### config.mk
export PLATFORM = sky130hd
export DESIGN_NAME = alu_exec_ctrl
export DESIGN_NICKNAME = d
export VERILOG_FILES = /design/src/rtl/alu_ctrl_pkg.sv /design/src/rtl/alu_iter_mul.sv /design/src/rtl/alu_exec_ctrl.sv
export SDC_FILE = /design/constraint.sdc
export NUM_CORES = 1
export LEC_CHECK = 0
export ABC_AREA = 1
export ABC_CLOCK_PERIOD_IN_PS = 3700
export BUFFER_PORTS_ARGS = -buffer_cell sky130_fd_sc_hd__buf_4
export CAP_MARGIN = 15
export CORE_MARGIN = 4
export CORE_UTILIZATION = 35
export CTS_BUF_LIST = sky130_fd_sc_hd__clkbuf_2
export DETAILED_ROUTE_END_ITERATION = 10
export GPL_ROUTABILITY_DRIVEN = 0
export SLEW_MARGIN = 15
export SYNTH_ARGS = -nofsm -noshare
export SYNTH_HDL_FRONTEND = slang
export SYNTH_HIERARCHICAL = 1
export SYNTH_SLANG_ARGS = --single-unit
export TNS_END_PERCENT = 10
### constraint.sdc
create_clock -name clk -period 3.7 [get_ports clk]
set_clock_uncertainty 0.2 [all_clocks]
set_input_delay 0.37 -clock clk [delete_from_list [all_inputs] [get_ports clk]]
set_output_delay 0.37 -clock clk [all_outputs]
set_load 0.005 [all_outputs]
### src/rtl/alu_ctrl_pkg.sv
// Shared ALU-control codes, FSM encodings and the alu_op/funct decoder.
// The multiply decode is present only when ALU_MUL_EN is defined.
package alu_ctrl_pkg;

  localparam logic [1:0] ALUOP_ADD   = 2'b00;
  localparam logic [1:0] ALUOP_SUB   = 2'b01;
  localparam logic [1:0] ALUOP_RTYPE = 2'b10;
  localparam logic [1:0] ALUOP_RSVD  = 2'b11;

  localparam logic [5:0] FUNCT_ADD = 6'b100000;
  localparam logic [5:0] FUNCT_SUB = 6'b100010;
  localparam logic [5:0] FUNCT_AND = 6'b100100;
  localparam logic [5:0] FUNCT_OR  = 6'b100101;
  localparam logic [5:0] FUNCT_NOR = 6'b100111;
  localparam logic [5:0] FUNCT_SLT = 6'b101010;
  localparam logic [5:0] FUNCT_MUL = 6'b011000;

  localparam logic [3:0] ALU_CTRL_AND     = 4'b0000;
  localparam logic [3:0] ALU_CTRL_OR      = 4'b0001;
  localparam logic [3:0] ALU_CTRL_ADD     = 4'b0010;
  localparam logic [3:0] ALU_CTRL_SUB     = 4'b0110;
  localparam logic [3:0] ALU_CTRL_SLT     = 4'b0111;
  localparam logic [3:0] ALU_CTRL_MUL     = 4'b1000;
  localparam logic [3:0] ALU_CTRL_NOR     = 4'b1100;
  localparam logic [3:0] ALU_CTRL_ILLEGAL = 4'b1111;

  localparam logic [1:0] ST_IDLE = 2'd0;
  localparam logic [1:0] ST_EXEC = 2'd1;
  localparam logic [1:0] ST_DONE = 2'd2;

  typedef struct packed {
    logic [3:0] ctrl;
    logic       illegal;
    logic       is_mul;
  } alu_dec_t;

  function automatic alu_dec_t alu_decode(input logic [1:0] alu_op, input logic [5:0] funct);
    alu_dec_t d;
    d.ctrl    = ALU_CTRL_ILLEGAL;
    d.illegal = 1'b1;
    d.is_mul  = 1'b0;
    case (alu_op)
      ALUOP_ADD: begin d.ctrl = ALU_CTRL_ADD; d.illegal = 1'b0; end
      ALUOP_SUB: begin d.ctrl = ALU_CTRL_SUB; d.illegal = 1'b0; end
      ALUOP_RTYPE: begin
        d.illegal = 1'b0;
        case (funct)
          FUNCT_ADD: d.ctrl = ALU_CTRL_ADD;
          FUNCT_SUB: d.ctrl = ALU_CTRL_SUB;
          FUNCT_AND: d.ctrl = ALU_CTRL_AND;
          FUNCT_OR:  d.ctrl = ALU_CTRL_OR;
          FUNCT_NOR: d.ctrl = ALU_CTRL_NOR;
          FUNCT_SLT: d.ctrl = ALU_CTRL_SLT;
`ifdef ALU_MUL_EN
          FUNCT_MUL: begin d.ctrl = ALU_CTRL_MUL; d.is_mul = 1'b1; end
`endif
          default:   d.illegal = 1'b1;
        endcase
      end
      default: d.illegal = 1'b1;
    endcase
    return d;
  endfunction

endpackage

### src/rtl/alu_iter_mul.sv
// Iterative shift-add multiplier retiring MUL_BITS multiplier bits per cycle.
// done is asserted during the final step; product then already includes that step.
module alu_iter_mul #(
  parameter int WIDTH    = 32,
  parameter int MUL_BITS = 1
) (
  input  logic             clk,
  input  logic             rst,
  input  logic             start,
  input  logic [WIDTH-1:0] a,
  input  logic [WIDTH-1:0] b,
  output logic             done,
  output logic [WIDTH-1:0] product
);

  localparam int STEPS = WIDTH / MUL_BITS;
  localparam int CNT_W = (STEPS > 1) ? $clog2(STEPS) : 1;

  logic             active_q, active_d;
  logic [CNT_W-1:0] cnt_q, cnt_d;
  logic [WIDTH-1:0] a_q, a_d, b_q, b_d, acc_q, acc_d;
  logic [WIDTH-1:0] partial;
  logic             last;

  always_comb begin
    partial = '0;
    for (int i = 0; i < MUL_BITS; i++) begin
      if (b_q[i]) partial = partial + (a_q << i);
    end
  end

  assign last    = (cnt_q == CNT_W'(STEPS - 1));
  assign done    = active_q && last;
  assign product = acc_q + partial;

  always_comb begin
    active_d = active_q;
    cnt_d    = cnt_q;
    a_d      = a_q;
    b_d      = b_q;
    acc_d    = acc_q;
    if (start) begin
      active_d = 1'b1;
      cnt_d    = '0;
      a_d      = a;
      b_d      = b;
      acc_d    = '0;
    end else if (active_q) begin
      acc_d = acc_q + partial;
      a_d   = a_q << MUL_BITS;
      b_d   = b_q >> MUL_BITS;
      cnt_d = cnt_q + 1'b1;
      if (last) active_d = 1'b0;
    end
  end

  always_ff @(posedge clk) begin
    if (rst) begin
      active_q <= 1'b0;
      cnt_q    <= '0;
      a_q      <= '0;
      b_q      <= '0;
      acc_q    <= '0;
    end else begin
      active_q <= active_d;
      cnt_q    <= cnt_d;
      a_q      <= a_d;
      b_q      <= b_d;
      acc_q    <= acc_d;
    end
  end

endmodule

### src/rtl/alu_exec_ctrl.sv
// ALU control decode plus execute with valid/ready handshake on both sides.
// Define ALU_MUL_EN to build the iterative multiply (funct 011000) and the EXEC state.
module alu_exec_ctrl
  import alu_ctrl_pkg::*;
#(
  parameter int WIDTH    = 32,
  parameter int MUL_BITS = 1
) (
  input  logic             clk,
  input  logic             rst,
  input  logic             in_valid,
  output logic             in_ready,
  input  logic [1:0]       alu_op,
  input  logic [5:0]       funct,
  input  logic [WIDTH-1:0] operand_a,
  input  logic [WIDTH-1:0] operand_b,
  output logic             out_valid,
  input  logic             out_ready,
  output logic [WIDTH-1:0] result,
  output logic [3:0]       alu_ctrl,
  output logic             zero,
  output logic             illegal,
  output logic             busy
);

  if (WIDTH < 4 || (WIDTH % MUL_BITS) != 0) begin : g_param_check
    $error("alu_exec_ctrl: WIDTH must be >= 4 and divisible by MUL_BITS");
  end

  logic [1:0]       state_q, state_d;
  logic [WIDTH-1:0] result_q, result_d;
  logic [3:0]       ctrl_q, ctrl_d;
  logic             zero_q, zero_d, illegal_q, illegal_d;
  alu_dec_t         dec;
  logic             accept;
  logic [WIDTH-1:0] alu_res;
  logic             mul_done;
  logic [WIDTH-1:0] mul_product;

  assign dec       = alu_decode(alu_op, funct);
  // DONE accepts a new request in the same cycle its result is consumed.
  assign in_ready  = (state_q == ST_IDLE) || ((state_q == ST_DONE) && out_ready);
  assign accept    = in_valid && in_ready;
  assign out_valid = (state_q == ST_DONE);
  assign result    = result_q;
  assign alu_ctrl  = ctrl_q;
  assign zero      = zero_q;
  assign illegal   = illegal_q;

`ifdef ALU_MUL_EN
  alu_iter_mul #(.WIDTH(WIDTH), .MUL_BITS(MUL_BITS)) u_mul (
    .clk     (clk),
    .rst     (rst),
    .start   (accept && dec.is_mul),
    .a       (operand_a),
    .b       (operand_b),
    .done    (mul_done),
    .product (mul_product)
  );
  assign busy = (state_q == ST_EXEC);
`else
  assign mul_done    = 1'b0;
  assign mul_product = '0;
  assign busy        = 1'b0;
`endif

  always_comb begin
    case (dec.ctrl)
      ALU_CTRL_ADD: alu_res = operand_a + operand_b;
      ALU_CTRL_SUB: alu_res = operand_a - operand_b;
      ALU_CTRL_AND: alu_res = operand_a & operand_b;
      ALU_CTRL_OR:  alu_res = operand_a | operand_b;
      ALU_CTRL_NOR: alu_res = ~(operand_a | operand_b);
      ALU_CTRL_SLT: alu_res = {{(WIDTH-1){1'b0}}, ($signed(operand_a) < $signed(operand_b))};
      default:      alu_res = '0;
    endcase
  end

  always_comb begin
    state_d   = state_q;
    result_d  = result_q;
    ctrl_d    = ctrl_q;
    zero_d    = zero_q;
    illegal_d = illegal_q;
    case (state_q)
      ST_EXEC: begin
        if (mul_done) begin
          state_d   = ST_DONE;
          result_d  = mul_product;
          ctrl_d    = ALU_CTRL_MUL;
          zero_d    = (mul_product == '0);
          illegal_d = 1'b0;
        end
      end
      ST_DONE: if (out_ready) state_d = ST_IDLE;
      default: ;
    endcase
    if (accept) begin
      if (dec.is_mul) begin
        state_d = ST_EXEC;
      end else begin
        state_d   = ST_DONE;
        result_d  = alu_res;
        ctrl_d    = dec.ctrl;
        zero_d    = (alu_res == '0);
        illegal_d = dec.illegal;
      end
    end
  end

  always_ff @(posedge clk) begin
    if (rst) begin
      state_q   <= ST_IDLE;
      result_q  <= '0;
      ctrl_q    <= 4'b0000;
      zero_q    <= 1'b0;
      illegal_q <= 1'b0;
    end else begin
      state_q   <= state_d;
      result_q  <= result_d;
      ctrl_q    <= ctrl_d;
      zero_q    <= zero_d;
      illegal_q <= illegal_d;
    end
  end

endmodule
## Word level (Yosys, flattened, before mapping)

Index checks and enable logic that the tools add are counted.

- Register bits: 39
- Bits of input ports: 76
- Output and inout bits: 41

- $add $sub $neg: 2
- Order comparisons: 1
- Eq/ne operators: 13
- Muxes and demuxes: 8
- Bitwise logic cells: 3
- Reductions and logical operators: 12

Operators by type and width:

| cell | number |
|---|---|
| 32-bit one-hot mux with 6 select lines | 1 |
| 6-bit equality test (second input constant) | 6 |
| 32-bit adder | 1 |
| 32-bit AND | 1 |
| 32-bit zero test | 1 |
| 32-bit less-than comparator | 1 |
| 32-bit inverter | 1 |
| 32-bit OR | 1 |
| 32-bit subtractor | 1 |
| 4-bit one-hot mux with 6 select lines | 1 |
| 4-bit one-hot mux with 3 select lines | 1 |
| 4-bit by 3-bit equality test with 1-bit output (second input constant) | 2 |
| 2-bit 2-to-1 mux | 3 |
| 6-bit OR reduction | 1 |
| 4-bit by 1-bit equality test with 1-bit output (second input constant) | 1 |
| 4-bit by 2-bit equality test with 1-bit output (second input constant) | 1 |
| 4-bit equality test (second input constant) | 1 |
| 2-bit zero test | 2 |
| 4-bit zero test | 1 |
| 2-bit nonzero test | 2 |
| 2-bit by 1-bit equality test with 1-bit output (second input constant) | 1 |
| 2-bit equality test (second input constant) | 1 |
| 1-bit logical AND | 2 |
| 1-bit one-hot mux with 2 select lines | 1 |
| 4 further kinds | 4 |

## Logic depth before layout (Yosys ltp)

Gate-level depths: netlist of the first run.

- Depth in word-level cells: 6
- Depth in mapped cells: 24
- Gate-level depth less buffers: 23

## Worst setup path after synthesis of the first run

Ideal clock, no wire load.

- Kind: input-to-reg
- Start: in operand_a[0]
- End: reg zero_q, in the netlist zero
- Library setup time: 0.064 ns
- Arrival time: 2.323 ns
- Data required time: 3.436 ns
- Path slack: 1.113 ns
- Cell stages on the path: 22
- Path buffers: 0
- Path through: ha_1 -> inv_1 -> fa_1 -> inv_1 -> nand3_1 -> nand3_1 -> nand3_1 -> nand2_1 -> nand2_1 -> nand2_1 -> nand2_1 -> nand2_1 -> nand2_1 -> nand3_1 -> nand3_1 -> nor2_1 -> nand2_1 -> nor2_1 -> nand2_1 -> nor2_1 -> nor2_1 -> nor2_1

- Word-level cells in the longest chain between the ends: 4
- Elaborated cells between the ends (all ways): 8
- Classes of those cells: add/sub: 2; order compare: 1; mux: 1; bitwise: 3; reduce/logical: 1

Ends and longest elaborated chain:

| item | RTL line | text |
|---|---|---|
| start: declaration | alu_exec_ctrl.sv:15 | `input logic [WIDTH-1:0] operand_a,` |
| parallel branches: the longest is 2 deep, another holds 32-bit subtractor | -- |  |
| 32-bit one-hot mux with 6 select lines (*) | alu_exec_ctrl.sv:68 | `case (dec.ctrl)` |
| 32-bit zero test (*) | alu_exec_ctrl.sv:105 | `zero_d = (alu_res == '0);` |
| end signal: assignment | alu_exec_ctrl.sv:122 | `zero_q <= zero_d;` |
| end: declaration | alu_exec_ctrl.sv:33 | `logic zero_q, zero_d, illegal_q, illegal_d;` |

Every way passes the cells marked *.
A chain may end at the register's enable or synchronous reset.

## Worst setup path in the final report of the first run

Ends and elaborated chain as after synthesis.

==> results of run 1 <==
-- through the flow --
step                area (µm²)  setup slack (ps)  hold WS [ps]
floorplan                 8492              1113         290.5
global placement          9570             369.7         281.8
detailed placement        9570             342.1         290.1
CTS                       9613             774.1         27.70
global route              9613             445.8         29.31
finish                    9613             665.3         47.22
-- sequential cells by signal (all words and copies together) (netlist names) --
register,cells
zero,1
state_q,1
alu_ctrl,4
result,32
illegal,1
-- metal layers --
metal | wire (µm) | up-vias
met5 | 0 | -
met4 | 654 | 0
met3 | 3384 | 52
met2 | 13250 | 476
met1 | 14040 | 4425
li1 | - | 5088
-- worst max-delay path, cell delays in order --
cell and delay (ps):
buf_4 90, ha_1 330, inv_1 100, fa_1 400
inv_1 170, nand3_1 90, nand3_1 180, nand3_1 100
nand2_1 120, nand2_1 70, nand2_1 110, nand2_1 110
nand2_1 80, nand2_1 40, nand3_1 90, nand3_1 70
nor2_1 190, nand2_1 80, nor2_1 110, nand2_1 60
nor2_1 100, nor2_1 40, nor2_1 70
-- logic make-up (layout without fill, tap and decap cells) --
family / count (synthesis) / count (layout) / synth area share
buffers and inverters: 382 / 471 / 0.1846
AND/OR/NAND/NOR: 935 / 935 / 0.4607
other: 1 / 1 / 0.0004416
AO/OA/AOI/OAI: 140 / 140 / 0.09238
XOR/XNOR: 23 / 23 / 0.02372
adder cells (fa/ha/maj): 98 / 98 / 0.1462
flip-flops: 39 / 39 / 0.09194
-- worst max path at each step --
stage | from | to | slack, ps | cells after the start
floorplan | operand_a[0] | zero | 1110 | 22
global placement | operand_b[0] | zero | 370 | 23
detailed placement | operand_b[0] | zero | 340 | 23
CTS | operand_b[0] | zero | 770 | 23
global route | operand_a[19] | zero | 450 | 20
finish | operand_a[0] | zero | 670 | 23
-- power by group through the flow --
stage               sequential, µW  clock (µW)  combinational, µW
global placement               484           0               1200
floorplan                      483           0                790
detailed placement             484           0               1210
CTS                            475         197               1220
global route                   479         213               1380
finish                         475         188               1240
-- cells in the mapped netlist (2+ instances only) --
master,number
xor2_1,22
nand3_2,3
inv_1,325
ha_1,96
and2_1,2
fa_1,2
dfxtp_1,39
o21bai_1,13
nand2_1,490
a21oi_1,50
nor2_2,7
nand3_1,139
buf_2,26
inv_2,5
clkbuf_1,8
nor2_1,240
o21ai_1,17
nor2_4,3
nor3_1,14
buf_6,7
nand3b_1,6
o211ai_1,13
o21ai_0,39
a31oi_1,2
nand2_2,4
nand4_1,22
buf_4,7
-- area by class of cell --
type / instances / area [µm²]
clock buffers: 6 / 30.03
repair buffers: 131 / 996.0
fillers: 2713 / 14070
clock inverters: 2 / 12.51
inverters: 332 / 1251
flip-flops and latches: 39 / 780.7
multi-input cells: 1197 / 6143
well taps: 319 / 399.1
==> impl_metrics.tcl, run 1 <==
set metrics [dict create \
    status "complete, no violations" \
    min_to "state_q[1]" \
    maxCapViolCount 0 \
    gr-usage-met2 0.3611 \
    p_clk_frac 0.099 \
    yosysTopAreaCell "nand2_1" \
    drt_iter0_drc 1098 \
    final_common_cell "nand2_1" \
    synth-edff-count 0 \
    cp-end-kind "register" \
    post-dp-hpwl_mm 26.62 \
    min_from "rst" \
    p_int_uw 933.3 \
    finalPower_uw 1905 \
    rr_startpoint "state_q[1]" \
    ys_types 44 \
    antenna_found_initial 0 \
    cp-start-kind "primary input" \
    synth_area_um2 8492 \
    first_pass_iters 6 \
    final_util 0.4059 \
    peakVddDrop_v 0.0001160 \
    cts_buffers 5 \
    p_sw_frac 0.5102 \
    synthToLayoutAreaGrowth_pct 13.20 \
    fmax_mhz 329.5 \
    critPathMaxFanout 4 \
    busiest_layer "met2" \
    syn_inst 1618 \
    initial_core_util 0.3586 \
    clk_path_buf_depth 2 \
    dp_cells 2018 \
    via_per_inst 4.956 \
    drive_above_1_share 0.09842 \
    slew_headroom 0.5277 \
    maxSlewViolCount 0 \
    syn_area_per_cell_um2 5.248 \
    fin_cells 2026 \
    power_frac_comb 0.652 \
    rsz0062_at_grt "false" \
    antenna_cells 0 \
    yosys-top-cells-area "nand2_1 (22%), inv_1 (14%), ha_1 (14%)" \
    min_period_ps 3035 \
    grt-ovfl-total 0 \
    ff2ff_setup_slack_ps 1830 \
    grt_pass1_vias 9205 \
    async_reset_ff_frac 0 \
    grt_usage 0.2274 \
    path_class "in -> reg" \
    ctsHoldBuffers 0 \
    post-synth-top-area-fraction 0.2166 \
    cts_resized 0 \
    cts_root_buffer "clkbuf_2" \
    post-route-period-util 0.8202 \
    wl_per_cell_um 15.46 \
    vias 10040 \
    setup_tns_ps 0 \
    finalHoldViolations 0 \
    holdPathStages 2 \
    crit_required_ps 3850 \
    final-setup-viol-count 0 \
    switching_power_uw 972.1 \
    die_y_um 163.8 \
    seq_area_frac_synth 0.09194 \
    worstRegToRegCells 9 \
    leakage_uw 0.005701 \
    cp.arrival_ps 3190 \
    numPortBuffers 115 \
    coreArea_um2 23680 \
    insertion_delay_ps 390 \
    ant_nets 0 \
    p_per_area_nw_per_um2 198.2 \
    holdCritPathClass "in -> reg" \
    wirelength_mm 31.32 \
    cts_sinks 39 \
    yosys_register_bits 39 \
    fin_nets 1880 \
    row_count 56 \
    synth_warnings 6 \
    grt_pass1_wl_mm 48.60 \
    pwr-share-seq 0.249 \
    worst_slew_pin_slew_ps 707.8 \
    ios 117 \
    h-tree-depth 2 \
    cts_tree "yes" \
    drc_errors 0 \
    die-width_um 163.8 \
    synth_nets 1792 \
    post_cts_buffers 0 \
    grt_use_met1 0.3338 \
    dieArea_um2 26820 \
    r2r_end "result[9]" \
    clk_pin_slew_ps 190 \
    grt_max_degree 52 \
    grt_use_met3 0.02008 \
    synth_ff_type "dfxtp_1" \
    final_cell_mix "nand2_1 (490), inv_1 (325), nor2_1 (240), nand3_1 (139), buf_4 (130)" \
]
Note: power is estimated with default switching activity, not from simulation.
==> run 2, diff against run 1 <==
--- a/config.mk
+++ b/config.mk
@@ -5,8 +5,8 @@
 export SDC_FILE = /design/constraint.sdc
 export NUM_CORES = 1
 export LEC_CHECK = 0
-export ABC_AREA = 1
-export ABC_CLOCK_PERIOD_IN_PS = 3700
+export ABC_AREA = 0
+export ABC_CLOCK_PERIOD_IN_PS = 3100
 export BUFFER_PORTS_ARGS = -buffer_cell sky130_fd_sc_hd__buf_4
 export CAP_MARGIN = 15
 export CORE_MARGIN = 4
==> constraint.sdc (replaced) <==
create_clock -name clk -period 3.1 [get_ports clk]
set_clock_uncertainty 0.2 [all_clocks]
set_input_delay 0.31 -clock clk [delete_from_list [all_inputs] [get_ports clk]]
set_output_delay 0.31 -clock clk [all_outputs]
set_load 0.005 [all_outputs]
==> impl_metrics.tcl, run 2 <==
set metrics [dict create \
    cts_tree "yes" \
    slew_headroom 0.6448 \
    drc_errors 0 \
    maxSlewViolCount 0 \
    cp.buffers_inverters 4 \
    rsz0062_at_grt "true" \
    clk_pin_slew_ps 230 \
    syn_inst 993 \
    ys_types 111 \
    seq_area_frac_synth 0.1075 \
    via_per_inst 5.606 \
    cp.arrival_ps 3340 \
    startpoint "operand_b[2]" \
    design_area_um2 10620 \
    synthToLayoutAreaGrowth_pct 46.24 \
    min_to "alu_ctrl[3]" \
    multi_input_area_um2 5987 \
    insertion_delay_ps 390 \
    regArea_um2 780.7 \
    leakage_uw 0.005018 \
    post-dp-hpwl_mm 22.96 \
    finalHoldViolations 0 \
    rr_startpoint "state_q[1]" \
    synth_nets 1167 \
    placed_cell_area_um2 10200 \
    dieArea_um2 23110 \
    drt_iter0_drc 931 \
    min_period_ps 3202 \
    violations "negative setup slack" \
    wirelength_mm 27.66 \
    yosys_register_bits 39 \
    setup_tns_ps -101.7 \
    antenna_found_initial 0 \
    row_count 52 \
    synthTopCellsByCount "nor2_1 (102), a21oi_1 (98), ha_1 (96)" \
    worst_slew_pin_slew_ps 527.9 \
    async_reset_ff_frac 0 \
    critPathMaxStageDelay_ps 500 \
    ant_nets 0 \
    maxCapViolCount 0 \
    layout_setup_ws_ps -101.7 \
    path_cells "buf_4 > inv_1 > ha_2 > nand2b_1 > o311ai_2 > buf_4 > a31oi_4 > a21o_2 > a31oi_2 > a211o_1 > a222oi_1 > buf_4 > o2111a_1 > and4bb_1 > nand3_1 > o31ai_1" \
    numPortBuffers 115 \
    dp_cells 1586 \
    syn_area_per_cell_um2 7.311 \
    yosys-top-cells-area "ha_1 (17%), dfxtp_1 (11%), a21oi_1 (6.8%)" \
    die-width_um 152.0 \
    critPathMaxFanout 4 \
    synth-edff-count 0 \
    largest_reg_flops 32 \
    post-synth-top-area-fraction 0.1655 \
    synth_area_um2 7259 \
    cp-start-kind "primary input" \
    final_cell_mix "buf_4 (384), nor2_1 (97), a21oi_1 (94), inv_1 (92), ha_1 (86)" \
    ff2ff_setup_slack_ps 880 \
    fmax_mhz 312.3 \
    h-tree-depth 2 \
    worstRegToRegCells 9 \
    vias 8987 \
    grt-ovfl-total 0 \
    fin_cells 1603 \
    crit_required_ps 3240 \
    cts_sinks 39 \
    grt_usage 0.2237 \
    p_per_area_nw_per_um2 260.4 \
    synthMostInstantiatedCell "nor2_1" \
    grt_pass1_wl_mm 43.75 \
    clk_path_buf_depth 2 \
    die_y_um 152.0 \
    status "complete, but fails checks" \
    path_class "in -> reg" \
    yosysTopAreaCell "ha_1" \
    peakVddDrop_v 0.0001448 \
    holdPathStages 3 \
    cp_num_cells 16 \
    synth_ff_type "dfxtp_1" \
    min_from "alu_op[1]" \
    first_pass_iters 8 \
    grt_pass1_vias 8428 \
    holdCritPathClass "in -> reg" \
    cp-end-kind "register" \
    fin_nets 1506 \
    cts_buffers 5 \
    antenna_cells 0 \
    synth_warnings 6 \
    coreArea_um2 20300 \
    ios 117 \
    final-setup-viol-count 1 \
    r2r_end "zero" \
    crit_top_cell "buf_4" \
    post-route-period-util 1.033 \
    cts_root_buffer "clkbuf_2" \
    finalPower_uw 2765 \
    grt_max_degree 43 \
    wl_per_cell_um 17.26 \
    critPathTopFamily "compound AO/OA/AOI/OAI gates" \
    fillCellCount 2021 \
    final_common_cell "buf_4" \
    initial_core_util 0.3576 \
    drive_above_1_share 0.3751 \
    cp_slowest_cell "a222oi_1" \
]
run 2: cell count changes after synthesis, sizes merged, moves of 28 or more:
| cell | previous run | this run |
|---|---|---|
| clkbuf | 9 | 39 |
| a21oi | 50 | 102 |
| nand2 | 496 | 72 |
| nor2 | 251 | 103 |
| inv | 331 | 95 |
| a211oi | 0 | 28 |
| nand3 | 143 | 15 |
run 2: area by class of cell:
type                    count  share of cell area
multi-input cells         794              0.5639
flip-flops and latches     39             0.07354
inverters                  96             0.03583
clock buffers               5            0.002357
clock inverters             3            0.004361
repair buffers            396              0.2882
well taps                 270             0.03182
run 2: worst max path at each step:
stage                     endpoint  slack, ps
final                         zero       -100
after global routing          zero       -170
after CTS                     zero        -50
after detailed placement      zero       -670
after global placement        zero       -560
after floorplan               zero       -120
run 2: tightest hold or removal path, cell delays in order:
cell and delay [ps]:
buf_4 160, nand3_1 80, a21oi_1 60
run 2: kinds of logic after synthesis:
logic type / share of synthesized area
DFF: 0.1075
muxes: 0.006894
other: 0.0005166
and+or+nand+nor: 0.2063
buffers and inverters: 0.1046
xor gates and xnor gates: 0.02292
adders and majority gates: 0.1710
AOI/OAI and AO/OA: 0.3802
run 2: stage by stage:
stage            util  setup slack [ps]  hold slack [ps]
2_1_floorplan       -            -121.6            239.5
3_3_place_gp   0.5025            -558.7            246.1
3_5_place_dp   0.5025            -671.9            249.4
4_1_cts        0.5150            -51.64            1.663
5_1_grt        0.5230            -171.5            11.87
6_report       0.5230            -101.7            9.585
run 2: what timing repair did:
item,in CTS,in global routing
gates resized for setup,26,32
pin swaps,30,21
setup endpoints to repair,4,7
hold endpoints to repair,1,0
hold buffers,1,0
buffers inserted,4,4
run 2: routing by layer:
layer | vias to the layer above | global-route usage | part of all wire
li1 | 4329 | - | -
met2 | 485 | 0.3484 | 0.43
met5 | - | 0 | 0
met1 | 4119 | 0.3245 | 0.46
met4 | 0 | 0.04024 | 0.022
met3 | 54 | 0.04266 | 0.091
run 2: power by group:
| group | total, µW | internal (µW) | switching (µW) |
|---|---|---|---|
| combinational | 1860 | 912 | 947 |
| clock | 332 | 139 | 193 |
| sequential | 574 | 544 | 29.6 |
==> run 3, diff against run 2 <==
--- a/config.mk
+++ b/config.mk
@@ -11,7 +11,6 @@
 export CAP_MARGIN = 15
 export CORE_MARGIN = 4
 export CORE_UTILIZATION = 35
-export CTS_BUF_LIST = sky130_fd_sc_hd__clkbuf_2
 export DETAILED_ROUTE_END_ITERATION = 10
 export GPL_ROUTABILITY_DRIVEN = 0
 export SLEW_MARGIN = 15
==> impl_metrics.tcl, run 3 (same netlist as run 2, synthesis figures left out) <==
set metrics [dict create \
    status "complete, but fails checks" \
    violations "negative setup slack" \
    clk_path_buf_depth 2 \
    h-tree-depth 2 \
    startpoint "operand_b[2]" \
    finalHoldViolations 0 \
    grt-ovfl-total 0 \
    whs_ps 92.34 \
    clk_pin_slew_ps 60 \
    maxSlewViolCount 0 \
    grt_max_degree 43 \
    cts_sinks 39 \
    vias 8970 \
    gr-usage-met2 0.3522 \
    p_int_uw 1843 \
    cp_slowest_cell "a222oi_1" \
    crit_required_ps 3090 \
    final_common_cell "buf_4" \
    critPathMaxStageDelay_ps 500 \
    die_y_um 152.0 \
    via_per_inst 5.599 \
    final_util 0.5298 \
    busiest_layer "met2" \
    cp.arrival_ps 3350 \
    cts_tree "yes" \
    dieArea_um2 23110 \
    ff2ff_setup_slack_ps 860 \
    wirelength_mm 27.80 \
    final-setup-viol-count 4 \
    cp-start-kind "primary input" \
    drive_above_1_share 0.3791 \
    maxCapViolCount 0 \
    peakVddDrop_v 0.0001970 \
    p_sw_frac 0.3941 \
    grt_usage 0.2239 \
    grt_pass1_wl_mm 43.78 \
    pwr-share-seq 0.188 \
    power_frac_comb 0.616 \
    holdCritPathClass "in -> reg" \
    cts_root_buffer "clkbuf_16" \
    fmax_mhz 297.8 \
    path_cells "buf_4 > inv_1 > ha_2 > nand2b_1 > o311ai_2 > buf_4 > a31oi_4 > a21o_2 > a31oi_2 > a211o_1 > a222oi_1 > buf_4 > o2111a_1 > and4bb_1 > nand3_1 > o31ai_1" \
    cts_buffers 5 \
    ant_nets 0 \
    fin_nets 1505 \
    cp-end-kind "register" \
    coreArea_um2 20300 \
    min_period_ps 3358 \
    crit_path_end "zero" \
    rsz0062_at_grt "true" \
    final_cell_mix "buf_4 (384), nor2_1 (97), inv_1 (92), a21oi_1 (90), ha_1 (86)" \
    leakage_uw 0.005059 \
    worst_slew_pin_slew_ps 546.7 \
    grt_use_met3 0.04181 \
    antenna_found_initial 0 \
    first_pass_iters 6 \
    slew_headroom 0.6298 \
    wl_per_cell_um 17.36 \
    crit_top_cell "buf_4" \
    post-dp-hpwl_mm 22.96 \
    grt_pass1_vias 8462 \
    ios 117 \
    rr_startpoint "state_q[1]" \
    drt_iter0_drc 843 \
    p_clk_frac 0.196 \
    drc_errors 0 \
    critPathMaxFanout 4 \
    ctsHoldBuffers 0 \
    initial_core_util 0.3576 \
    switching_power_uw 1199 \
    die-width_um 152.0 \
    row_count 52 \
    grt_use_met1 0.3219 \
    path_class "in -> reg" \
    p_per_area_nw_per_um2 282.8 \
    numPortBuffers 115 \
    synthToLayoutAreaGrowth_pct 48.14 \
    r2r_end "zero" \
    worstRegToRegCells 9 \
    largest_reg_flops 32 \
    antenna_cells 0 \
    fillCellCount 1989 \
    post-route-period-util 1.083 \
    layout_setup_ws_ps -257.6 \
    insertion_delay_ps 270 \
]
## run 3: cell count changes in the layout (fill, tap and decap cells not counted), sizes merged
cell	before	now
dlygate4sd3	1	0
## run 3: worst min path at each step
stage	from	cells after the start	to
after global placement	result[10]	2	result[10]
after detailed placement	result[25]	2	result[25]
final	in_valid	3	state_q[1]
after global routing	in_valid	3	state_q[1]
after CTS	in_valid	3	state_q[1]
after floorplan	in_valid	2	state_q[1]
## run 3: power groups by stage
stage / clock (µW) / sequential, µW / combinational [µW]
after floorplan: 0 / 578 / 928
final: 596 / 573 / 1870
after global routing: 621 / 577 / 2020
after CTS: 603 / 573 / 1790
after detailed placement: 0 / 583 / 1740
after global placement: 0 / 583 / 1720
## run 3: cell type report
type | count | area, µm² | area share
clock buffer | 5 | 125.1 | 0.01163
clock inverter | 3 | 46.29 | 0.004305
inverter | 96 | 380.4 | 0.03537
multi-input combinational | 794 | 6035 | 0.5611
sequential | 39 | 780.7 | 0.07260
tap | 270 | 337.8 | 0.03141
timing repair buffer | 395 | 3049 | 0.2835
## run 3: layer usage
metal  part of all wire  up-vias
met2               0.43      473
met5                  0        -
met1               0.45     4104
met4              0.024        0
li1                   -     4328
met3              0.093       65
## run 3: worst max-delay path, delay by kind of cell
kind	cells	cell delay, ps
fa+ha+maj	1	220
simple gates	3	400
compound gates	8	1820
buf+inv	4	580
## run 3: stage by stage
step | power, µW | cells | instance area, µm² | TNS [ps] | setup WS (ps)
floorplan | 1506 | 993 | 7298 | -121.6 | -121.6
global placement | 2304 | 1586 | 10200 | -5054 | -558.7
detailed placement | 2319 | 1586 | 10200 | -5986 | -671.9
CTS | 2968 | 1598 | 10550 | -380.3 | -200.1
global route | 3216 | 1602 | 10750 | -1137 | -315.6
finish | 3042 | 1602 | 10750 | -424.2 | -257.6
## run 3: timing repair
| item | in CTS | in global routing |
|---|---|---|
| setup endpoints to repair | 11 | 14 |
| pin swaps | 31 | 27 |
| buffers inserted | 4 | 4 |
| resized for setup | 27 | 39 |
| hold endpoints to repair | 0 | 0 |
